### src/rtl/seq_alu.sv
// seq_alu: valid/ready ALU. Ops 0-6 finish in one cycle; MUL runs a shift-add loop, one multiplier bit per cycle.
module seq_alu #(
    parameter int DATA_WIDTH = 8
) (
    input  logic                  clk,
    input  logic                  rst,
    input  logic                  in_valid,
    output logic                  in_ready,
    input  logic [DATA_WIDTH-1:0] a,
    input  logic [DATA_WIDTH-1:0] b,
    input  logic [2:0]            mode,
    output logic                  out_valid,
    input  logic                  out_ready,
    output logic [DATA_WIDTH-1:0] result,
    output logic [DATA_WIDTH-1:0] result_hi,
    output logic [3:0]            flags
);
    localparam int W  = DATA_WIDTH;
    localparam int SW = $clog2(W);

    if (W < 4 || (W & (W - 1)) != 0) begin : g_bad_width
        $error("seq_alu: DATA_WIDTH must be a power of two >= 4");
    end

    typedef enum logic [1:0] {IDLE, BUSY, HOLD} state_t;
    state_t state, state_nxt;

    logic          accept, is_mul, last, alu_c, alu_v;
    logic [SW-1:0] cnt, sh;
    logic [W-1:0]  mcand, alu_r;
    logic [W:0]    add_w, sub_w, step;

    always_ff @(posedge clk or posedge rst) begin
        if (rst) state <= IDLE;
        else     state <= state_nxt;
    end

    always_comb begin
        in_ready  = state == IDLE || (state == HOLD && out_ready);
        out_valid = state == HOLD;
        accept    = in_valid && in_ready;
        is_mul    = mode == 3'd7;
        last      = cnt == SW'(W - 1);
        state_nxt = state;
        if (accept)                     state_nxt = is_mul ? BUSY : HOLD;
        else if (state == BUSY && last) state_nxt = HOLD;
        else if (state == HOLD && out_ready) state_nxt = IDLE;
    end

    always_comb begin
        add_w = {1'b0, a} + {1'b0, b};
        sub_w = {1'b0, a} - {1'b0, b};
        sh    = b[SW-1:0];
        alu_r = '0;
        alu_c = 1'b0;
        alu_v = 1'b0;
        case (mode)
            3'd0: begin
                alu_r = add_w[W-1:0];
                alu_c = add_w[W];
                alu_v = (a[W-1] == b[W-1]) && (add_w[W-1] != a[W-1]);
            end
            3'd1: begin
                alu_r = sub_w[W-1:0];
                alu_c = sub_w[W];
                alu_v = (a[W-1] != b[W-1]) && (sub_w[W-1] != a[W-1]);
            end
            3'd2:    alu_r = a & b;
            3'd3:    alu_r = a | b;
            3'd4:    alu_r = a ^ b;
            3'd5:    alu_r = a << sh;
            3'd6:    alu_r = a >> sh;
            default: alu_r = '0;
        endcase
        // result_hi accumulates the partial product while result shifts the multiplier out
        step = {1'b0, result_hi} + (result[0] ? {1'b0, mcand} : '0);
    end

    always_ff @(posedge clk or posedge rst) begin
        if (rst) begin
            result    <= '0;
            result_hi <= '0;
            flags     <= '0;
            mcand     <= '0;
            cnt       <= '0;
        end else if (accept) begin
            mcand     <= a;
            cnt       <= '0;
            result_hi <= '0;
            result    <= is_mul ? b : alu_r;
            flags     <= is_mul ? 4'b0 : {alu_c, alu_v, alu_r[W-1], alu_r == '0};
        end else if (state == BUSY) begin
            cnt       <= cnt + SW'(1);
            result_hi <= step[W:1];
            result    <= {step[0], result[W-1:1]};
            if (last) flags <= {|step[W:1], 1'b0, step[0], {step, result[W-1:1]} == '0};
        end
    end
endmodule

### config.mk
export PLATFORM = sky130hd
export DESIGN_NAME = seq_alu
export DESIGN_NICKNAME = d
export VERILOG_FILES = /design/src/rtl/seq_alu.sv
export SDC_FILE = /design/constraint.sdc
export NUM_CORES = 1
export LEC_CHECK = 0
export BUFFER_PORTS_ARGS = -buffer_cell sky130_fd_sc_hd__buf_2
export CORE_MARGIN = 2
export CORE_UTILIZATION = 55
export CTS_BUF_LIST = sky130_fd_sc_hd__clkbuf_4
export DETAILED_ROUTE_END_ITERATION = 12
export GPL_TIMING_DRIVEN = 0
export PLACE_DENSITY = 0.73
export SYNTH_ARGS = -nofsm -noshare
export SYNTH_HDL_FRONTEND = slang
export SYNTH_SLANG_ARGS = --single-unit
### constraint.sdc
create_clock -name clk -period 3.06 [get_ports clk]
set_clock_uncertainty 0.2 [all_clocks]
set_input_delay 0.153 -clock clk [delete_from_list [all_inputs] [get_ports clk]]
set_output_delay 0.153 -clock clk [all_outputs]
set_load 0.005 [all_outputs]
==> implementation parameters <==
Parameter                              Value

Run status
  Outcome ... finished with violations
  Violated checks ... DRC

Cells and area
  Layout Utilization ... 0.651
  Nets ... 586
  Final non-filler cell total ... 603
  Filler instances ... 604
  Ratio of cells with drive above 1 in the final layout ... 0.141
  Syn-to-layout area delta ... 13.6%
  Number of diodes added for antenna fixing ... 0

Critical path
  Worst reg-to-reg path cell count ... 11
  Capture point of the worst reg-to-reg path ... flags[3]
  Required time reported for the critical path endpoint ... 3100 ps
  Cell breakdown of the critical path ... and2_1 > ha_1 > inv_1 > fa_1 > nand2b_1 > a21oi_1 > xnor2_1 > nor4b_4 > and4_1 > o21ai_0 > a21o_1
  Highest-delay cell along the critical path ... sky130_fd_sc_hd__dfrtp_2
  Slowest cell delay on critical path ... 420 ps
  Worst Path Arrival ... 2920 ps
  CP Max Fanout ... 8
  Worst reg-to-reg setup slack ... 180 ps
  Element type at the critical path start ... flop
  Start-to-end type of the worst setup path ... flop to flop
  Category of the worst setup path capture point ... flop
  Bufs and invs on worst path ... 1
  Largest delay share family, worst path ... simple AND/OR/NAND/NOR gates
  Reg-to-reg startpoint ... result[0]

Global route
  Largest net degree at the start of global routing ... 34
  Global route overflow ... 0
  Overall Global Routing Usage ... 0.304
  Most used routing layer in global routing ... met2
  Met2 Resource Use GR ... 0.535
  Number of antenna violations at the first check in global routing ... 0
  Number of global-route vias before repair ... 3630
  First-pass GRT wire length ... 17900 um
  Met1 routing resource usage after global routing ... 0.375
  Global routing usage on met3 ... 0.0462

Clocking
  Number of clock buffers inserted by TritonCTS ... 5
  Clock latency at the later pin of the worst-skew pair ... 340 ps
  Number of levels in the clock H-tree ... 2
  CTS Root Buffer Type ... sky130_fd_sc_hd__clkbuf_4
  Number of clock sinks ... 33
  TritonCTS clock tree ... yes
  Clock slew seen by the registers of the worst setup and hold paths ... 100 ps
  Clk buf depth ... 2

Logic synthesis
  Yosys reg bits ... 33
  Count of distinct cell types in the synthesized netlist ... 65
  Synth async-reset ratio ... 1.00
  Post-synthesis instance total ... 467
  Number of warning messages in the yosys log ... 0
  Post-Syn Area per Cell ... 7.88 um^2
  Most used DFF post-synth ... sky130_fd_sc_hd__dfrtp_1
  Post-synthesis instance area ... 3680 um^2
  Post-Synthesis Net Count ... 528
  Sequential area share after synthesis ... 0.224
  Post-synth EDFFs ... 0

STA
  Least-Margin Pin Slew ... 1240 ps
  RSZ-0062 raised after global routing ... false
  Setup Viol. Count Final ... 0
  Setup TNS ... 0 ps
  Min cycle time layout ... 2880 ps
  Ratio of final minimum period to clock period ... 0.940
  Final-report hold violation count ... 0
  Max frequency ... 347 MHz
  Remaining max-slew budget at the tightest pin ... 0.175
  Fin. max-slew vios ... 0

Power and ir drop
  Leakage power total ... 2.00 nW
  Overall power ... 2.37 mW
  Total power density per cell area ... 567 nW/um^2
  Peak supply drop ... 0.000204 V

Route
  DR pass1 iterations ... 9
  Post-detailed-route count of antenna-violating nets ... 0
  Post-detailed-route wirelength per cell ... 18.1 um
  Post-detailed-route DRC marker count ... 2
  DR vias ... 3819
  Vias per Instance ... 6.33
  Routed wire length ... 10900 um
  1st-iter DRT viols ... 259

Min path
  Path type of the worst min-delay path ... input port to flop
  Hold wc startpoint ... b[3]
  Number of stages on the worst hold path ... 3
  Worst Hold Endpoint ... result[3]

Placement
  Final estimated routing congestion in global placement ... 0.952
  Detailed-placement wirelength estimate ... 8520 um
  Cells after DPL ... 587
  Port-buffer cells ... 43

Floorplanning
  Initial core utilization ... 0.573
  Top-level I/O count ... 45
  Core box area ... 6420 um^2
  Die Area ... 7360 um^2
  Total number of placement rows ... 29
  Height of the die ... 85.8 um
  Die X ... 85.8 um

Flow run
  # Max-Cap Violations ... 0
==> through the flow <==
step	area [um^2]	worst slack, ps	hold slack [ps]
final	4180	182	14.9
after global routing	4180	9.37	14.7
after CTS	4150	38.8	5.92
after detailed placement	3990	-464	208
after global placement	3990	-414	207
after floorplan	3680	301	81.9
==> cells in the final DEF, fill, tap and decap left out, types with 10 or more instances in the layout <==
| cell type | Yosys | routed |
|---|---|---|
| sky130_fd_sc_hd__mux2i_1 | 11 | 11 |
| sky130_fd_sc_hd__dfrtp_1 | 33 | 32 |
| sky130_fd_sc_hd__o21ai_0 | 39 | 39 |
| sky130_fd_sc_hd__nand3_1 | 26 | 26 |
| sky130_fd_sc_hd__clkbuf_1 | 18 | 16 |
| sky130_fd_sc_hd__inv_1 | 30 | 30 |
| sky130_fd_sc_hd__nor2b_1 | 10 | 10 |
| sky130_fd_sc_hd__ha_1 | 35 | 35 |
| sky130_fd_sc_hd__a21oi_1 | 26 | 26 |
| sky130_fd_sc_hd__nor2_1 | 35 | 35 |
| sky130_fd_sc_hd__nand2_1 | 59 | 59 |
| sky130_fd_sc_hd__buf_2 | 2 | 45 |
==> logic make-up after synthesis <==
family | share of synthesized area
mux | 0.0921
xor+xnor | 0.0143
simple gates | 0.243
flops | 0.224
fa+ha+maj | 0.135
compound gates | 0.233
buf+inv | 0.0588
==> cell usage after synthesis (4+ instances only) <==
master | count | area (um^2)
sky130_fd_sc_hd__and2_1 | 7 | 43.8
sky130_fd_sc_hd__nand4_1 | 5 | 31.3
sky130_fd_sc_hd__o21ai_0 | 39 | 195
sky130_fd_sc_hd__mux4_2 | 4 | 90.1
sky130_fd_sc_hd__or2_2 | 4 | 25.0
sky130_fd_sc_hd__nand2b_1 | 9 | 56.3
sky130_fd_sc_hd__nor3_1 | 5 | 25.0
sky130_fd_sc_hd__a31oi_1 | 5 | 31.3
sky130_fd_sc_hd__clkbuf_1 | 18 | 67.6
sky130_fd_sc_hd__nand3_1 | 26 | 130
sky130_fd_sc_hd__o21a_1 | 5 | 37.5
sky130_fd_sc_hd__mux2i_1 | 11 | 110
sky130_fd_sc_hd__a21oi_1 | 26 | 130
sky130_fd_sc_hd__nor2b_1 | 10 | 62.6
sky130_fd_sc_hd__ha_1 | 35 | 438
sky130_fd_sc_hd__mux4_1 | 4 | 105
sky130_fd_sc_hd__nor2_1 | 35 | 131
sky130_fd_sc_hd__nand2_1 | 59 | 221
sky130_fd_sc_hd__a211oi_1 | 9 | 67.6
sky130_fd_sc_hd__or3_1 | 7 | 43.8
sky130_fd_sc_hd__o211ai_1 | 7 | 52.6
sky130_fd_sc_hd__dfrtp_1 | 33 | 826
sky130_fd_sc_hd__nor4_1 | 4 | 25.0
sky130_fd_sc_hd__inv_1 | 30 | 113
==> final cells by class <==
class | count | area [um^2] | area share
clock inverters | 2 | 33.8 | 0.00808
multi-input cells | 379 | 2670 | 0.637
plain buffers | 23 | 97.6 | 0.0233
inverters | 31 | 116 | 0.0278
flip-flops and latches | 33 | 827 | 0.198
clock buffers | 6 | 45.0 | 0.0108
well taps | 77 | 96.3 | 0.0230
repair buffers | 52 | 300 | 0.0718
==> worst min-delay path, stage by stage <==
cell and delay [ps]:
sky130_fd_sc_hd__buf_2 120, sky130_fd_sc_hd__mux2i_1 100, sky130_fd_sc_hd__o21ai_0 150
==> sequential cells by signal, indices dropped and copies added (netlist names) <==
register / count
result: 8
cnt: 3
result_hi: 8
state: 2
flags: 4
mcand: 8
==> how the worst max path moves through the flow <==
stage                            to      start  cells after the start
final                      flags[3]  result[0]                     11
after global routing      result[6]       b[5]                     12
after CTS                 result[6]       b[4]                     12
after detailed placement   flags[1]       b[1]                     11
after global placement     flags[0]       b[1]                     11
after floorplan            flags[0]       b[1]                     10
==> metal layers <==
metal	part of all wire	vias up
li1	-	1821
met1	0.41	1808
met2	0.51	166
met3	0.064	24
met4	0.023	0
met5	0	-
==> report_power, final <==
group	leakage, nW	internal [mW]	switching [mW]
registers	0.417	0.611	0.138
logic	1.54	0.562	0.740
clock network	0.0433	0.179	0.143
total	2.00	1.35	1.02
==> repair_timing <==
action / 4_1_cts / 5_1_grt
hold endpoints to repair: 29 / 0
setup endpoints to repair: 4 / 5
buffers inserted: 0 / 2
hold buffers: 7 / 0
gates resized for setup: 2 / 5
Power figures use the tool's default switching activity.
